$ cat config.mk
export PLATFORM = sky130hd
export DESIGN_NAME = counter_step_monitor
export DESIGN_NICKNAME = d
export VERILOG_FILES = /design/src/rtl/cnt_mon_pkg.sv /design/src/rtl/step_interval_timer.sv /design/src/rtl/counter_step_monitor.sv
export SDC_FILE = /design/constraint.sdc
export NUM_CORES = 1
export LEC_CHECK = 0
export CORE_UTILIZATION = 59
export CTS_CLUSTER_DIAMETER = 120
export CTS_CLUSTER_SIZE = 12
export DETAILED_ROUTE_END_ITERATION = 10
export PLACE_DENSITY = 0.83
export SETUP_SLACK_MARGIN = 0.2
export SKIP_CTS_REPAIR_TIMING = 1
export SLEW_MARGIN = 15
export SYNTH_ARGS = -nofsm -noshare
export SYNTH_HDL_FRONTEND = slang
export SYNTH_SLANG_ARGS = --single-unit
$ cat constraint.sdc
create_clock -name clk -period 6.9 [get_ports clk]
set_input_delay 1.38 -clock clk [delete_from_list [all_inputs] [get_ports clk]]
set_output_delay 1.38 -clock clk [all_outputs]
set_load 0.05 [all_outputs]
$ cat src/rtl/cnt_mon_pkg.sv
// Shared encodings for the counter step monitor: direction and rate values
// match the observed counter's control/hz inputs, plus the monitor FSM states.
package cnt_mon_pkg;

    localparam logic DIR_UP    = 1'b0;
    localparam logic DIR_DOWN  = 1'b1;
    localparam logic RATE_SLOW = 1'b0;
    localparam logic RATE_FAST = 1'b1;

    typedef enum logic [1:0] {
        IDLE   = 2'd0,
        WAIT   = 2'd1,
        ARMED  = 2'd2,
        LOCKED = 2'd3
    } state_t;

endpackage

$ cat src/rtl/step_interval_timer.sv
// Saturating cycles-since-last-change counter with stall detection and
// slow/fast window classification of the measured interval (ivl + 1).
module step_interval_timer
    import cnt_mon_pkg::*;
#(
    parameter int unsigned CNT_W       = 28,
    parameter int unsigned SLOW_TICKS  = 25000000,
    parameter int unsigned FAST_TICKS  = 250000,
    parameter int unsigned TOL         = 16,
    parameter int unsigned STALL_TICKS = 50000000
) (
    input  logic             clk,
    input  logic             rst,
    input  logic             clear,
    output logic [CNT_W-1:0] meas,
    output logic             in_slow,
    output logic             in_fast,
    output logic             stall_hit
);

    localparam logic [CNT_W-1:0] IVL_MAX = '1;
    // Window bounds are one bit wider than the counter so ivl+1 never wraps;
    // the low bound clamps at zero when the tolerance exceeds the nominal.
    localparam logic [CNT_W:0] SLOW_LO  = (CNT_W+1)'((SLOW_TICKS > TOL) ? SLOW_TICKS - TOL : 0);
    localparam logic [CNT_W:0] SLOW_HI  = (CNT_W+1)'(SLOW_TICKS + TOL);
    localparam logic [CNT_W:0] FAST_LO  = (CNT_W+1)'((FAST_TICKS > TOL) ? FAST_TICKS - TOL : 0);
    localparam logic [CNT_W:0] FAST_HI  = (CNT_W+1)'(FAST_TICKS + TOL);
    localparam logic [CNT_W:0] STALL_TH = (CNT_W+1)'(STALL_TICKS);

    logic [CNT_W-1:0] ivl_q, ivl_d;
    logic [CNT_W:0]   meas_ext;

    always_comb begin
        ivl_d = ivl_q;
        if (clear) begin
            ivl_d = '0;
        end else if (ivl_q != IVL_MAX) begin
            ivl_d = ivl_q + 1'b1;
        end
    end

    always_comb begin
        meas_ext  = {1'b0, ivl_q} + {{CNT_W{1'b0}}, 1'b1};
        meas      = (ivl_q == IVL_MAX) ? IVL_MAX : meas_ext[CNT_W-1:0];
        in_slow   = (meas_ext >= SLOW_LO) && (meas_ext <= SLOW_HI);
        in_fast   = (meas_ext >= FAST_LO) && (meas_ext <= FAST_HI);
        stall_hit = (meas_ext >= STALL_TH);
    end

    always_ff @(posedge clk) begin
        if (!rst) begin
            ivl_q <= '0;
        end else begin
            ivl_q <= ivl_d;
        end
    end

endmodule

$ cat src/rtl/counter_step_monitor.sv
// Observer for an up/down counter bus: checks each change is a unit step,
// recovers direction, classifies the change rate and flags errors/stalls.
module counter_step_monitor
    import cnt_mon_pkg::*;
#(
    parameter int unsigned DATA_W      = 4,
    parameter int unsigned CNT_W       = 28,
    parameter int unsigned SLOW_TICKS  = 25000000,
    parameter int unsigned FAST_TICKS  = 250000,
    parameter int unsigned TOL         = 16,
    parameter int unsigned STALL_TICKS = 50000000
) (
    input  logic              clk,
    input  logic              rst,
    input  logic [DATA_W-1:0] cnt_in,
    output logic              evt,
    output logic              dir,
    output logic              hz_det,
    output logic              valid,
    output logic              step_err,
    output logic              rate_err,
    output logic              stalled,
    output logic [CNT_W-1:0]  interval,
    output state_t            state_dbg
);

    state_t            state_q, state_d;
    logic [DATA_W-1:0] last_q, last_d;
    logic              evt_q, evt_d;
    logic              dir_q, dir_d;
    logic              hz_q, hz_d;
    logic              valid_q, valid_d;
    logic              step_err_q, step_err_d;
    logic              rate_err_q, rate_err_d;
    logic              stalled_q, stalled_d;
    logic [CNT_W-1:0]  interval_q, interval_d;

    logic [DATA_W-1:0] delta;
    logic              change, step_up, step_dn, step_ok, rate_ok;
    logic              in_slow, in_fast, stall_hit;
    logic [CNT_W-1:0]  meas;

    // In IDLE last_q is not yet a real sample, so no change is recognised.
    always_comb begin
        delta   = cnt_in - last_q;
        change  = (cnt_in != last_q) && (state_q != IDLE);
        step_up = (delta == DATA_W'(1));
        step_dn = (&delta);
        step_ok = step_up || step_dn;
        rate_ok = in_slow || in_fast;
    end

    step_interval_timer #(
        .CNT_W       (CNT_W),
        .SLOW_TICKS  (SLOW_TICKS),
        .FAST_TICKS  (FAST_TICKS),
        .TOL         (TOL),
        .STALL_TICKS (STALL_TICKS)
    ) u_timer (
        .clk       (clk),
        .rst       (rst),
        .clear     (change || (state_q == IDLE)),
        .meas      (meas),
        .in_slow   (in_slow),
        .in_fast   (in_fast),
        .stall_hit (stall_hit)
    );

    always_comb begin
        state_d    = state_q;
        last_d     = cnt_in;
        evt_d      = 1'b0;
        dir_d      = dir_q;
        hz_d       = hz_q;
        valid_d    = valid_q;
        step_err_d = step_err_q;
        rate_err_d = rate_err_q;
        stalled_d  = stalled_q;
        interval_d = interval_q;

        if (state_q == IDLE) begin
            state_d = WAIT;
        end else if (change) begin
            evt_d      = 1'b1;
            stalled_d  = 1'b0;
            interval_d = meas;
            if (step_up) begin
                dir_d = DIR_UP;
            end else if (step_dn) begin
                dir_d = DIR_DOWN;
            end else begin
                step_err_d = 1'b1;
                valid_d    = 1'b0;
            end

            // The first change after reset or a stall has no trustworthy interval.
            if (state_q == WAIT) begin
                state_d = ARMED;
            end else begin
                if (in_slow) begin
                    hz_d = RATE_SLOW;
                end else if (in_fast) begin
                    hz_d = RATE_FAST;
                end else begin
                    rate_err_d = 1'b1;
                    valid_d    = 1'b0;
                end
                if (step_ok && rate_ok) begin
                    valid_d = 1'b1;
                    state_d = LOCKED;
                end else begin
                    state_d = ARMED;
                end
            end
        end else if (stall_hit) begin
            stalled_d = 1'b1;
            valid_d   = 1'b0;
            state_d   = WAIT;
        end
    end

    always_ff @(posedge clk) begin
        if (!rst) begin
            state_q    <= IDLE;
            last_q     <= '0;
            evt_q      <= 1'b0;
            dir_q      <= 1'b0;
            hz_q       <= 1'b0;
            valid_q    <= 1'b0;
            step_err_q <= 1'b0;
            rate_err_q <= 1'b0;
            stalled_q  <= 1'b0;
            interval_q <= '0;
        end else begin
            state_q    <= state_d;
            last_q     <= last_d;
            evt_q      <= evt_d;
            dir_q      <= dir_d;
            hz_q       <= hz_d;
            valid_q    <= valid_d;
            step_err_q <= step_err_d;
            rate_err_q <= rate_err_d;
            stalled_q  <= stalled_d;
            interval_q <= interval_d;
        end
    end

    assign evt       = evt_q;
    assign dir       = dir_q;
    assign hz_det    = hz_q;
    assign valid     = valid_q;
    assign step_err  = step_err_q;
    assign rate_err  = rate_err_q;
    assign stalled   = stalled_q;
    assign interval  = interval_q;
    assign state_dbg = state_q;

endmodule
==> results of run 1 <==
-- worst paths after layout --
kind                            startpoint                             to  slack, ns  cells past startpoint
max                              cnt_in[0]      interval[21]$_SDFFE_PN0P_       3.10                      9
min               interval[1]$_SDFFE_PN0P_       interval[1]$_SDFFE_PN0P_       0.44                      2
max reg2reg  u_timer.ivl_q[0]$_SDFFE_PP0N_  u_timer.ivl_q[0]$_SDFFE_PP0N_       3.63                      7
min reg2reg       interval[1]$_SDFFE_PN0P_       interval[1]$_SDFFE_PN0P_       0.44                      2
-- cell usage after synthesis (4+ instances only) --
master	count
sky130_fd_sc_hd__dfxtp_1	69
sky130_fd_sc_hd__nand2_1	51
sky130_fd_sc_hd__nor2_1	44
sky130_fd_sc_hd__a21oi_1	31
sky130_fd_sc_hd__o21ai_0	31
sky130_fd_sc_hd__nand3_1	24
sky130_fd_sc_hd__clkbuf_1	15
sky130_fd_sc_hd__xnor2_1	15
sky130_fd_sc_hd__a21o_1	14
sky130_fd_sc_hd__inv_1	12
sky130_fd_sc_hd__xor2_1	12
sky130_fd_sc_hd__and2_1	10
sky130_fd_sc_hd__and3_1	8
sky130_fd_sc_hd__buf_2	8
sky130_fd_sc_hd__nand4_1	8
sky130_fd_sc_hd__nor3_1	8
sky130_fd_sc_hd__nor4_1	5
sky130_fd_sc_hd__o211ai_1	5
sky130_fd_sc_hd__and4_1	4
sky130_fd_sc_hd__ha_1	4
sky130_fd_sc_hd__mux2i_1	4
-- worst max-delay path, stage by stage --
cell	delay, ns
sky130_fd_sc_hd__clkdlybuf4s50_1	0.48
sky130_fd_sc_hd__inv_1	0.05
sky130_fd_sc_hd__ha_1	0.32
sky130_fd_sc_hd__nand3_1	0.10
sky130_fd_sc_hd__or2_2	0.32
sky130_fd_sc_hd__o21ai_0	0.20
sky130_fd_sc_hd__and2_1	0.95
sky130_fd_sc_hd__nand2_1	0.14
sky130_fd_sc_hd__o21ai_0	0.12
-- per-layer routing --
layer  routed length (µm)  track usage  up-vias
met3                  528       0.0461       33
met4                  240        0.146        0
met5                    0            0        -
li1                     -            -     1652
met2                 4340        0.501      133
met1                 3890        0.371     1570
-- cell type report --
| class | count | area (µm²) |
|---|---|---|
| clock inverters | 5 | 30.0 |
| inverters | 12 | 45.0 |
| flip-flops and latches | 69 | 1380 |
| fillers | 494 | 1750 |
| repair buffers | 42 | 420 |
| well taps | 75 | 93.8 |
| clock buffers | 9 | 124 |
| multi-input cells | 341 | 2140 |
-- power breakdown --
group / internal [mW] / leakage [nW] / total, mW / switching, mW
sequential: 0.411 / 0.558 / 0.422 / 0.0109
clock: 0.124 / 0.0767 / 0.275 / 0.151
combinational: 0.0419 / 0.933 / 0.135 / 0.0934
total: 0.577 / 1.57 / 0.832 / 0.255
-- metrics by stage --
stage	instance area [µm²]	utilization	setup slack, ns
2_1_floorplan	3690	-	3.62
3_3_place_gp	4090	0.682	2.90
3_5_place_dp	4090	0.682	2.74
4_1_cts	4240	0.708	3.08
5_1_grt	4240	0.708	2.89
6_report	4240	0.708	3.10
-- sequential cells by signal (all words and copies together), names as in the netlist --
register	flops
state_dbg	2
step_err	1
u_timer.ivl_q	28
last_q	4
interval	28
dir	1
hz_det	1
evt	1
valid	1
rate_err	1
stalled	1
-- kinds of logic (layout without fill, tap and decap cells) --
group	count (synthesis)	count (layout)	share of synthesized area
simple gates	193	193	0.292
fa+ha+maj	5	5	0.0190
flops	69	69	0.374
buf+inv	39	68	0.0454
mux	4	4	0.0108
compound gates	112	112	0.195
xor+xnor	27	27	0.0640
==> reports/results.ini, run 1 <==
[outcome]
outcome = finished, final reports clean

[sta]
slew_violations = 0
finalHoldViolations = 0
worst_pin_slew_ns = 1.12
clock_skew_ns = 0.00814
finalSetupViolations = 0
totalNegativeSetupSlack_ns = 0
grt_setup_unrepaired = no
post-route-min-period_ns = 3.80
layout_worst_path_cycle_share = 0.551
timing.hold.ws_ns = 0.442
slew_headroom = 0.252
fmaxAchievable_mhz = 263

[clock_network]
clock_path_buffers = 2
clk_latency_ns = 0.35
worst_setup_hold_path_clk_slew_ns = 0.07
tritoncts = yes
cts.htree.levels = 3
cts_root_buffer = sky130_fd_sc_hd__clkbuf_8
numCtsBuffers = 9
tritoncts_num_sinks = 69

[routing]
first_iter_violations = 186
remaining_number_of_nets_flagged_by_the_antenna_check_after_routing = 0
detailroute.via_count = 3388
drt_pass1_iterations = 5
vias_per_cell = 6.13
drc_errors = 0
postRouteWirelength_um = 9000
post_drt_wl_per_cell_um = 16.3

[floorplan]
initial_util = 0.617
floorplan.die_area_um2 = 6580
die_h_um = 81.1
placeableCoreArea_um2 = 5990
chipWidth_um = 81.1
num_rows = 28
ioPinCount = 43

[layout]
diodes = 0
most_frequent_cells_in_the_layout = sky130_fd_sc_hd__dfxtp_1, sky130_fd_sc_hd__nand2_1, sky130_fd_sc_hd__nor2_1, sky130_fd_sc_hd__clkdlybuf4s50_1
synthToLayoutAreaGrowth_pct = 14.8
layout.nets = 486
finish.cell_count_without_fillers = 553
final_common_cell = sky130_fd_sc_hd__dfxtp_1
share_of_cells_above_drive_strength_1 = 0.0732

[grt]
grt_antenna_before_repair = 0
grt.overflow.total = 0
groute.usage.overall = 0.298
grt_max_degree = 31
first_pass_grt_wire_length_um = 14800
grt_pass1_vias = 3112

[worst_setup_path]
critPathRequiredTime_ns = 7.16
worst-path-max-fanout = 30
setup.worst_path.class = in2reg
critical_path.endpoint_type = flop
cp-start-kind = primary input
arrival_ns = 4.06

[synth]
yosys.area.top_type_share = 0.374
count_of_flip_flops_with_a_built_in_enable_after_synthesis = 0
synth_largest_area_cell = sky130_fd_sc_hd__dfxtp_1
synth.yosys.seq_area_share = 0.374
syn-cell-area_um2 = 3690
async_flop_share = 0
postSynthRegisterBits = 69
post_synth.cell_area_avg_um2 = 8.23
synthesis.instances = 449
netlist-cell-type-count = 65
synthesized_net_count = 460
synth.area.top_cells = sky130_fd_sc_hd__dfxtp_1, sky130_fd_sc_hd__nand2_1, sky130_fd_sc_hd__nor2_1
synth_top_flop_cell = sky130_fd_sc_hd__dfxtp_1
ys.warnings.count = 0

[run]
drv.max_cap_violation_count = 0

[power_and_ir_drop]
max_vdd_drop_uv = 151
cellPowerDensity_nw_per_um2 = 196
p_leak_nw = 1.57
total_power_consumption_of_the_routed_design_mw = 0.832

[hold_path]
worstHoldPathType = reg2reg

[placement]
gpl.final_weighted_congestion = 0.960
placement.io_buffers = 42
post_detail_place_hpwl_um = 6420
dp_cells = 539

Note: power is estimated with default switching activity, not from simulation.
==> run 2, diff against run 1 <==
Settings changed: CORE_UTILIZATION 59 to 56, PLACE_DENSITY 0.83 to 0.8.
Clock period 6.9 ns to 3.8 ns, I/O delays scaled along.
==> reports/results.ini, run 2 (synthesis results as in run 1) <==
[layout]
diodes = 0  ; unchanged
fillerInstances = 523  ; +5.9%
final_common_cell = sky130_fd_sc_hd__dfxtp_1
most_frequent_cells_in_the_layout = sky130_fd_sc_hd__dfxtp_1, sky130_fd_sc_hd__nand2_1, sky130_fd_sc_hd__nor2_1, sky130_fd_sc_hd__clkdlybuf4s50_1
synthToLayoutAreaGrowth_pct = 18.2
layout.nets = 493  ; +1.4%
seq_area_um2 = 1380  ; unchanged
multi_input_area_um2 = 2140  ; unchanged
share_of_cells_above_drive_strength_1 = 0.0903  ; +0.0171

[grt]
grt.overflow.total = 0  ; unchanged
first_pass_grt_wire_length_um = 15500  ; +4.5%
grt_max_degree = 29  ; -6.5%
groute.usage.overall = 0.278  ; -0.0202
grt_pass1_vias = 3209  ; +3.1%
grt_antenna_before_repair = 0  ; unchanged

[hold_path]
worstHoldPathType = reg2reg

[routing]
drc_errors = 0  ; unchanged
post_drt_wl_per_cell_um = 16.0  ; -1.4%
postRouteWirelength_um = 9050  ; +0.61%
first_iter_violations = 197  ; +5.9%
remaining_number_of_nets_flagged_by_the_antenna_check_after_routing = 0  ; unchanged
drt_pass1_iterations = 4  ; -1
detailroute.via_count = 3406  ; +0.53%
vias_per_cell = 6.04  ; -1.4%

[clock_network]
worst_setup_hold_path_clk_slew_ns = 0.08  ; about the same
cts_root_buffer = sky130_fd_sc_hd__clkbuf_8
tritoncts_num_sinks = 69  ; unchanged
numCtsBuffers = 9  ; unchanged
clk_latency_ns = 0.35  ; about the same
cts.htree.levels = 3  ; unchanged
tritoncts = yes
clock_path_buffers = 2  ; unchanged

[power_and_ir_drop]
p_leak_nw = 1.64  ; +4.5%
total_power_consumption_of_the_routed_design_mw = 1.69  ; +100%
cellPowerDensity_nw_per_um2 = 388  ; +98%
max_vdd_drop_uv = 349  ; +130%

[worst_setup_path]
critical_path.endpoint_type = flop
critical_path.endpoint = rate_err$_SDFFE_PN0P_
r2r_slack_ns = 0.69  ; -2.94 ns
r2r-start = u_timer.ivl_q[7]$_SDFFE_PP0N_
ff2ff_path_depth = 9  ; +2
setup.worst_path.class = reg2reg
worst_r2r_endpoint = rate_err$_SDFFE_PN0P_
cp-start-kind = flop
worst-path-max-fanout = 11  ; -63%
critPathRequiredTime_ns = 4.05  ; -3.11 ns
arrival_ns = 3.36  ; -0.70 ns
crit_path_start = u_timer.ivl_q[7]$_SDFFE_PP0N_

[sta]
fmaxAchievable_mhz = 322
slew_violations = 0  ; unchanged
timing.hold.ws_ns = 0.446  ; +0.00401 ns
finalHoldViolations = 0  ; unchanged
totalNegativeSetupSlack_ns = 0  ; unchanged
setup_slack_ns = 0.690  ; -2.41 ns
slew_headroom = 0.294  ; +0.0420
grt_setup_unrepaired = no
clock_skew_ns = 0.00938  ; +0.00124 ns
worst_pin_slew_ns = 1.06  ; -0.0630 ns
finalSetupViolations = 0  ; unchanged
post-route-min-period_ns = 3.11
layout_worst_path_cycle_share = 0.818

[floorplan]
die_h_um = 83.2  ; +2.6%
placeableCoreArea_um2 = 6350  ; +6.0%
num_rows = 29  ; +3.6%
ioPinCount = 43  ; unchanged
initial_util = 0.582  ; -0.0349
floorplan.die_area_um2 = 6920  ; +5.2%
chipWidth_um = 83.2  ; +2.6%

[outcome]
outcome = finished, final reports clean

[placement]
placement.io_buffers = 42  ; unchanged
post_detail_place_hpwl_um = 6540  ; +1.9%
gpl.final_weighted_congestion = 0.881  ; -8.3%
dp_worst_setup_slack_ns = 0.442  ; -2.29 ns

[run]
drv.max_cap_violation_count = 0  ; unchanged

[run 2: cell types whose count changed in the layout (fill, tap and decap cells not counted), sizes merged]
cell | before | now
clkinvlp | 2 | 1
clkbuf | 9 | 10
bufinv | 0 | 2
buf | 0 | 7
[run 2: layer usage]
layer | track usage | share of wire | wire length, µm
met1 | 0.354 | 0.45 | 4080
met2 | 0.441 | 0.47 | 4270
met3 | 0.0785 | 0.048 | 432
met4 | 0.119 | 0.029 | 266
met5 | 0 | 0 | 0
[run 2: cell type report]
cell class / count / area share
multi-input cells: 341 / 0.491
inverters: 12 / 0.0103
clock inverters: 6 / 0.0198
clock buffers: 10 / 0.0315
repair buffers: 49 / 0.108
well taps: 77 / 0.0221
flip-flops and latches: 69 / 0.317
[run 2: how the worst min path moves through the flow]
| stage | startpoint | endpoint | slack [ns] | depth (start not counted) |
|---|---|---|---|---|
| after global routing | interval[1]$_SDFFE_PN0P_ | interval[1]$_SDFFE_PN0P_ | 0.47 | 2 |
| after CTS | interval[1]$_SDFFE_PN0P_ | interval[1]$_SDFFE_PN0P_ | 0.45 | 2 |
| after floorplan | u_timer.ivl_q[1]$_SDFFE_PP0N_ | u_timer.ivl_q[1]$_SDFFE_PP0N_ | 0.50 | 2 |
| after detailed placement | interval[1]$_SDFFE_PN0P_ | interval[1]$_SDFFE_PN0P_ | 0.44 | 2 |
| after global placement | interval[1]$_SDFFE_PN0P_ | interval[1]$_SDFFE_PN0P_ | 0.43 | 2 |
| final | interval[1]$_SDFFE_PN0P_ | interval[1]$_SDFFE_PN0P_ | 0.45 | 2 |
[run 2: metrics by stage]
stage	util	cell area, µm²	instances
2_1_floorplan	-	3690	449
3_3_place_gp	0.652	4140	548
3_5_place_dp	0.652	4140	548
4_1_cts	0.687	4360	564
5_1_grt	0.687	4360	564
6_report	0.687	4360	564
[run 2: where the power goes]
part | switching, mW | internal [mW]
Sequential | 0.0190 | 0.746
Combinational | 0.171 | 0.0847
Clock | 0.287 | 0.386
Total | 0.477 | 1.22
[run 2: worst max-delay path: stages (launching register included)]
cell                       delay, ns
sky130_fd_sc_hd__dfxtp_1        0.59
sky130_fd_sc_hd__nand4_2        0.21
sky130_fd_sc_hd__nor4_4         0.64
sky130_fd_sc_hd__mux2i_1        0.33
sky130_fd_sc_hd__nand3_1        0.13
sky130_fd_sc_hd__nor4b_2        0.31
sky130_fd_sc_hd__nand4_1        0.17
sky130_fd_sc_hd__a221oi_2       0.33
sky130_fd_sc_hd__a311oi_2       0.11
sky130_fd_sc_hd__a22o_1         0.20
==> edit 1: new RTL, config.mk and constraints of run 1 <==
Put one more register stage on the output `state_dbg`, without a reset. The value now appears one clock later. The other outputs are not delayed to match.
--- a/src/rtl/counter_step_monitor.sv
+++ b/src/rtl/counter_step_monitor.sv
@@ -153,6 +153,8 @@
     assign rate_err  = rate_err_q;
     assign stalled   = stalled_q;
     assign interval  = interval_q;
-    assign state_dbg = state_q;
+    always_ff @(posedge clk) begin
+        state_dbg <= state_q;
+    end
 
 endmodule
Behaviour: not the same (a bounded check fails within 4 cycles, from zero or initial values and one cycle with rst low).
==> edit 1 against run 1 <==
  * Sequential cell count up 2
  * Routed wire length down 3.9%
  * Power up 16%
  * Area after synthesis down 3.7%
  * Worst setup slack better by 0.19 ns
  * Design area down 2.6%
  * Critical path depth up 2
  * Critical path type unchanged
  * Largest power group unchanged
==> edit 1: results (changes against run 1) <==
* Run status: complete, no violations (unchanged)
* Number of nets in the final layout at 469 (was 486)
* Synthesized-area fraction occupied by adder cells at 1.97% (was 1.90%)
* Vias per cell at 6.20 (was 6.13)
* Leakage power total at 0.00151 uW (was 0.00157 uW)
* Global-route wire length before repair at 14500 um (was 14800 um)
* Placer's final routability congestion estimate at 0.916 (was 0.960)
* Post-synthesis mux area share at 0.281% (was 1.08%)
* Synthesized net count at 446 (was 460)
* Compound-gate portion of the synthesized area at 21.5% (was 19.5%)
* Placed cell area at 3950 um^2 (was 4090 um^2)
* XOR/XNOR share of the synthesized area at 7.35% (was 6.40%)
* Drt first-iter violations at 429 (was 186)
* Post-DP HPWL at 5810 um (was 6420 um)
* Arr. time, crit path at 3.91 ns (was 4.06 ns)
* Via count of the first global-routing pass at 3013 (was 3112)
* Measured slew at the worst slew-check pin at 1.00 ns (was 1.12 ns)
* Sw Ratio at 34.8% (was 30.7%)
* # fillers at 435 (was 494)
* Count of unique library cells instantiated by Yosys at 56 (was 65)
* Commonest cells in the netlist: 71 x dfxtp_1, 44 x a21oi_1, 41 x nor2_1 (was 69 x dfxtp_1, 51 x nand2_1, 44 x nor2_1)
* Fraction of final layout cells with drive strength greater than 1 at 6.48% (was 7.32%)
* Via Count at 3317 (was 3388)
* Skew final at 0.00740 ns (was 0.00814 ns)
* IR drop worst, VDD at 0.159 mV (was 0.151 mV)
* Crit-path max FO at 3 (was 30)
* Setup WS pre-CTS at 2.97 ns (was 2.74 ns)
* Avg Inst Size Synth at 8.17 um^2 (was 8.23 um^2)
* Cell total after placement at 519 (was 539)
* Pin count of the biggest net entering global routing at 36 (was 31)
edit 1: cell count changes after synthesis, sizes merged, moves of 4 or more:
cell / change
a21o: +4
nand3: -4
and2: -5
o21ai: -7
clkbuf: +13
a21oi: +13
and4: -4
nand2: -19
buf: -9
o21a: +6
nor2b: +4
edit 1: cell type report:
| class | count | area, um^2 | area share, % |
|---|---|---|---|
| clock buffers | 9 | 124 | 3.00 |
| inverters | 12 | 45.0 | 1.09 |
| well taps | 72 | 90.1 | 2.18 |
| repair buffers | 43 | 428 | 10.4 |
| multi-input cells | 321 | 1970 | 47.7 |
| clock inverters | 7 | 50.0 | 1.21 |
| flip-flops and latches | 71 | 1420 | 34.4 |
edit 1: worst paths after layout:
path,slack (ns),cells after the start,endpoint,start
setup / recovery,3.29,11,valid,cnt_in[1]
hold / removal,0.42,0,state_dbg[0],state_q[0]
hold reg to reg,0.42,0,state_dbg[0],state_q[0]
setup reg to reg,3.43,10,valid,u_timer.ivl_q[0]
edit 1: worst max-delay path, stage by stage:
cell             delay [ns]
clkdlybuf4s50_1        0.45
ha_1                   0.33
nor2b_1                0.13
o21ai_0                0.21
a21oi_1                0.14
or4_1                  0.53
a21oi_1                0.22
nand2_1                0.11
a21oi_1                0.18
o21a_1                 0.12
o21a_1                 0.11
edit 1: routing by layer:
| layer | track usage, % | vias to the layer above | part of all wire, % |
|---|---|---|---|
| met5 | 0 | - | 0 |
| met4 | 13.8 | 0 | 2.4 |
| met3 | 6.17 | 21 | 7.4 |
| met2 | 44.9 | 164 | 44 |
| met1 | 40.2 | 1536 | 46 |
| li1 | - | 1596 | - |
edit 1: power by group through the flow:
stage                     clock network, uW  registers [uW]  logic [uW]
after floorplan                           0             519        88.5
after global placement                    0             459         206
after detailed placement                  0             459         210
after CTS                               301             450         210
after global routing                    316             452         230
final                                   300             450         213
==> edit 2: new RTL, settings of run 1 <==
Made on the original files. The parameter `DATA_W` goes from 4 to 5.
--- a/src/rtl/counter_step_monitor.sv
+++ b/src/rtl/counter_step_monitor.sv
@@ -3,7 +3,7 @@
 module counter_step_monitor
     import cnt_mon_pkg::*;
 #(
-    parameter int unsigned DATA_W      = 4,
+    parameter int unsigned DATA_W      = 5,
     parameter int unsigned CNT_W       = 28,
     parameter int unsigned SLOW_TICKS  = 25000000,
     parameter int unsigned FAST_TICKS  = 250000,
Ports: changed (resized cnt_in); port bits go from 43 to 44. No check against the original RTL was run, so the function may have changed too.
==> edit 2 against run 1 <==
  * Design area rose by 2.6%
  * Via count rose by 3.6%
  * Clock skew rose by 0.00091 ns
  * Sequential share of layout area fell by 0.36 points
  * Routed wire length fell by 0.44%
  * Worst setup slack improved by 0.038 ns
  * Maximum frequency rose by 1.0%
  * Register-to-register slack got worse by 0.39 ns
  * Sequential cell count rose by 1
  * Area after synthesis rose by 1.8%
  * Critical path type unchanged
Power is not compared: it rests on default switching activity, and its combinational part moved more than twofold at a synthesized area within 25%.
==> edit 2: results (changes against run 1) <==
* Run status: complete, no violations (unchanged)
* Number of antenna violations at the first check in global routing at 0 (unchanged)
* Placer's final routability congestion estimate at 0.934 (was 0.960)
* Avg Inst Size Synth at 8.09 um^2 (was 8.23 um^2)
* Num CTS Buffers at 9 (unchanged)
* Slowest cell on crit path: or4_1 (was and2_1)
* Via count of the first global-routing pass at 3206 (was 3112)
* Commonest cells in the netlist: 87 x nor2_1, 70 x dfxtp_1, 29 x nand2_1 (was 69 x dfxtp_1, 51 x nand2_1, 44 x nor2_1)
* Skew final at 0.00905 ns (was 0.00814 ns)
* Leakage power total at around 0.0015 uW
* Vias per cell at 6.17 (was 6.13)
* Post-synthesis async set-or-reset flop share at 0% (unchanged)
* Count of unique library cells instantiated by Yosys at 67 (was 65)
* Synthesized net count at 478 (was 460)
* Post-DP HPWL at 6360 um (was 6420 um)
* Global-route wire length before repair at 14700 um (was 14800 um)
* Pin count of the biggest net entering global routing at 52 (was 31)
* Primary FF master, synth: dfxtp_1 (unchanged)
* Setup WS pre-CTS at 2.72 ns (was 2.74 ns)
* Final WL at 8960 um (was 9000 um)
* Number of buffer cells added on primary ports at 43 (was 42)
* Number of nets in the final layout at 502 (was 486)
* Cell total after placement at 553 (was 539)
* DRT Pass-1 Iters at 7 (was 5)
* GRT Resource Usage Total at 29.1% (was 29.8%)
* Measured slew at the worst slew-check pin at 1.11 ns (was 1.12 ns)
* Fraction of final layout cells with drive strength greater than 1 at 6.28% (was 7.32%)
* Number of warning messages in the yosys log at 0 (unchanged)
* Via Count at 3509 (was 3388)
* Worst min path class: reg2reg (unchanged)
* Crit-path max FO at 4 (was 30)
* Antenna diode count at 0 (unchanged)
* Largest cells by area after synthesis: dfxtp_1 37%, nor2_1 8.7%, xnor2_1 3.7%, xor2_1 3.7%, a21oi_1 3.2% (was dfxtp_1 37%, nand2_1 5.2%, nor2_1 4.5%, a21oi_1 4.2%, o21ai_0 4.2%)
* Drt first-iter violations at 218 (was 186)
* CP top delay family: compound AO/OA/AOI/OAI gates (was simple AND/OR/NAND/NOR gates)
* Biggest cell delay along the critical path at 0.43 ns (was 0.95 ns)
* Maximum clock path buffer count at 2 (unchanged)
* Reg clk slew, reported paths at 0.07 ns (about the same)
* Part of the Yosys area used for sequential elements at 37.3% (was 37.4%)
edit 2: path summary, 6_finish.rpt:
check                                      start      endpoint  slack (ns)  cells past startpoint
worst max-delay path                   cnt_in[0]  state_dbg[0]        3.13                     13
worst min-delay path                interval[20]  interval[20]        0.46                      2
worst max register to register  u_timer.ivl_q[0]         valid        3.24                     10
worst min register to register      interval[20]  interval[20]        0.46                      2
edit 2: per-stage QoR:
step / hold slack (ns) / utilization (%) / cell area (um^2)
floorplan: 0.491 / - / 3760
global placement: 0.446 / 68.8 / 4150
global route: 0.493 / 72.2 / 4350
finish: 0.460 / 72.2 / 4350
CTS: 0.456 / 72.2 / 4350
detailed placement: 0.443 / 68.8 / 4150
edit 2: layer usage:
layer  global-route usage [%]  routed length (um)  up-vias  part of all wire, %
met2                     45.3                4130      111                   46
met3                     4.78                 441       27                  4.9
met1                     36.9                4090     1653                   46
li1                         -                   -     1718                    -
met4                     19.5                 291        0                  3.2
met5                        0                   0        -                    0
edit 2: where the power goes:
part / total [uW] / switching (uW) / leakage (uW) / internal, uW
Clock: 335 / 150 / 0.000106 / 185
Sequential: 454 / 16.8 / 0.000571 / 437
Combinational: 286 / 193 / 0.000799 / 93.1
Total: 1070 / 359 / 0.00148 / 715
edit 2: area by class of cell:
class                      instances  area, um^2
fill                             490        1680
clock inverter                     4        45.0
multi-input combinational        353        2170
tap                               75        93.8
inverter                           9        33.8
clock buffer                      12         155
sequential                        70        1400
timing repair buffer              46         453
edit 2: cell families after synthesis:
logic type / Yosys count / share of synthesized area, %
AO/OA/AOI/OAI: 99 / 18.3
XOR/XNOR: 32 / 7.45
adder cells (fa/ha/maj): 6 / 2.20
buffers and inverters: 42 / 5.46
flip-flops: 70 / 37.3
multiplexers: 3 / 0.832
AND/OR/NAND/NOR: 213 / 28.5
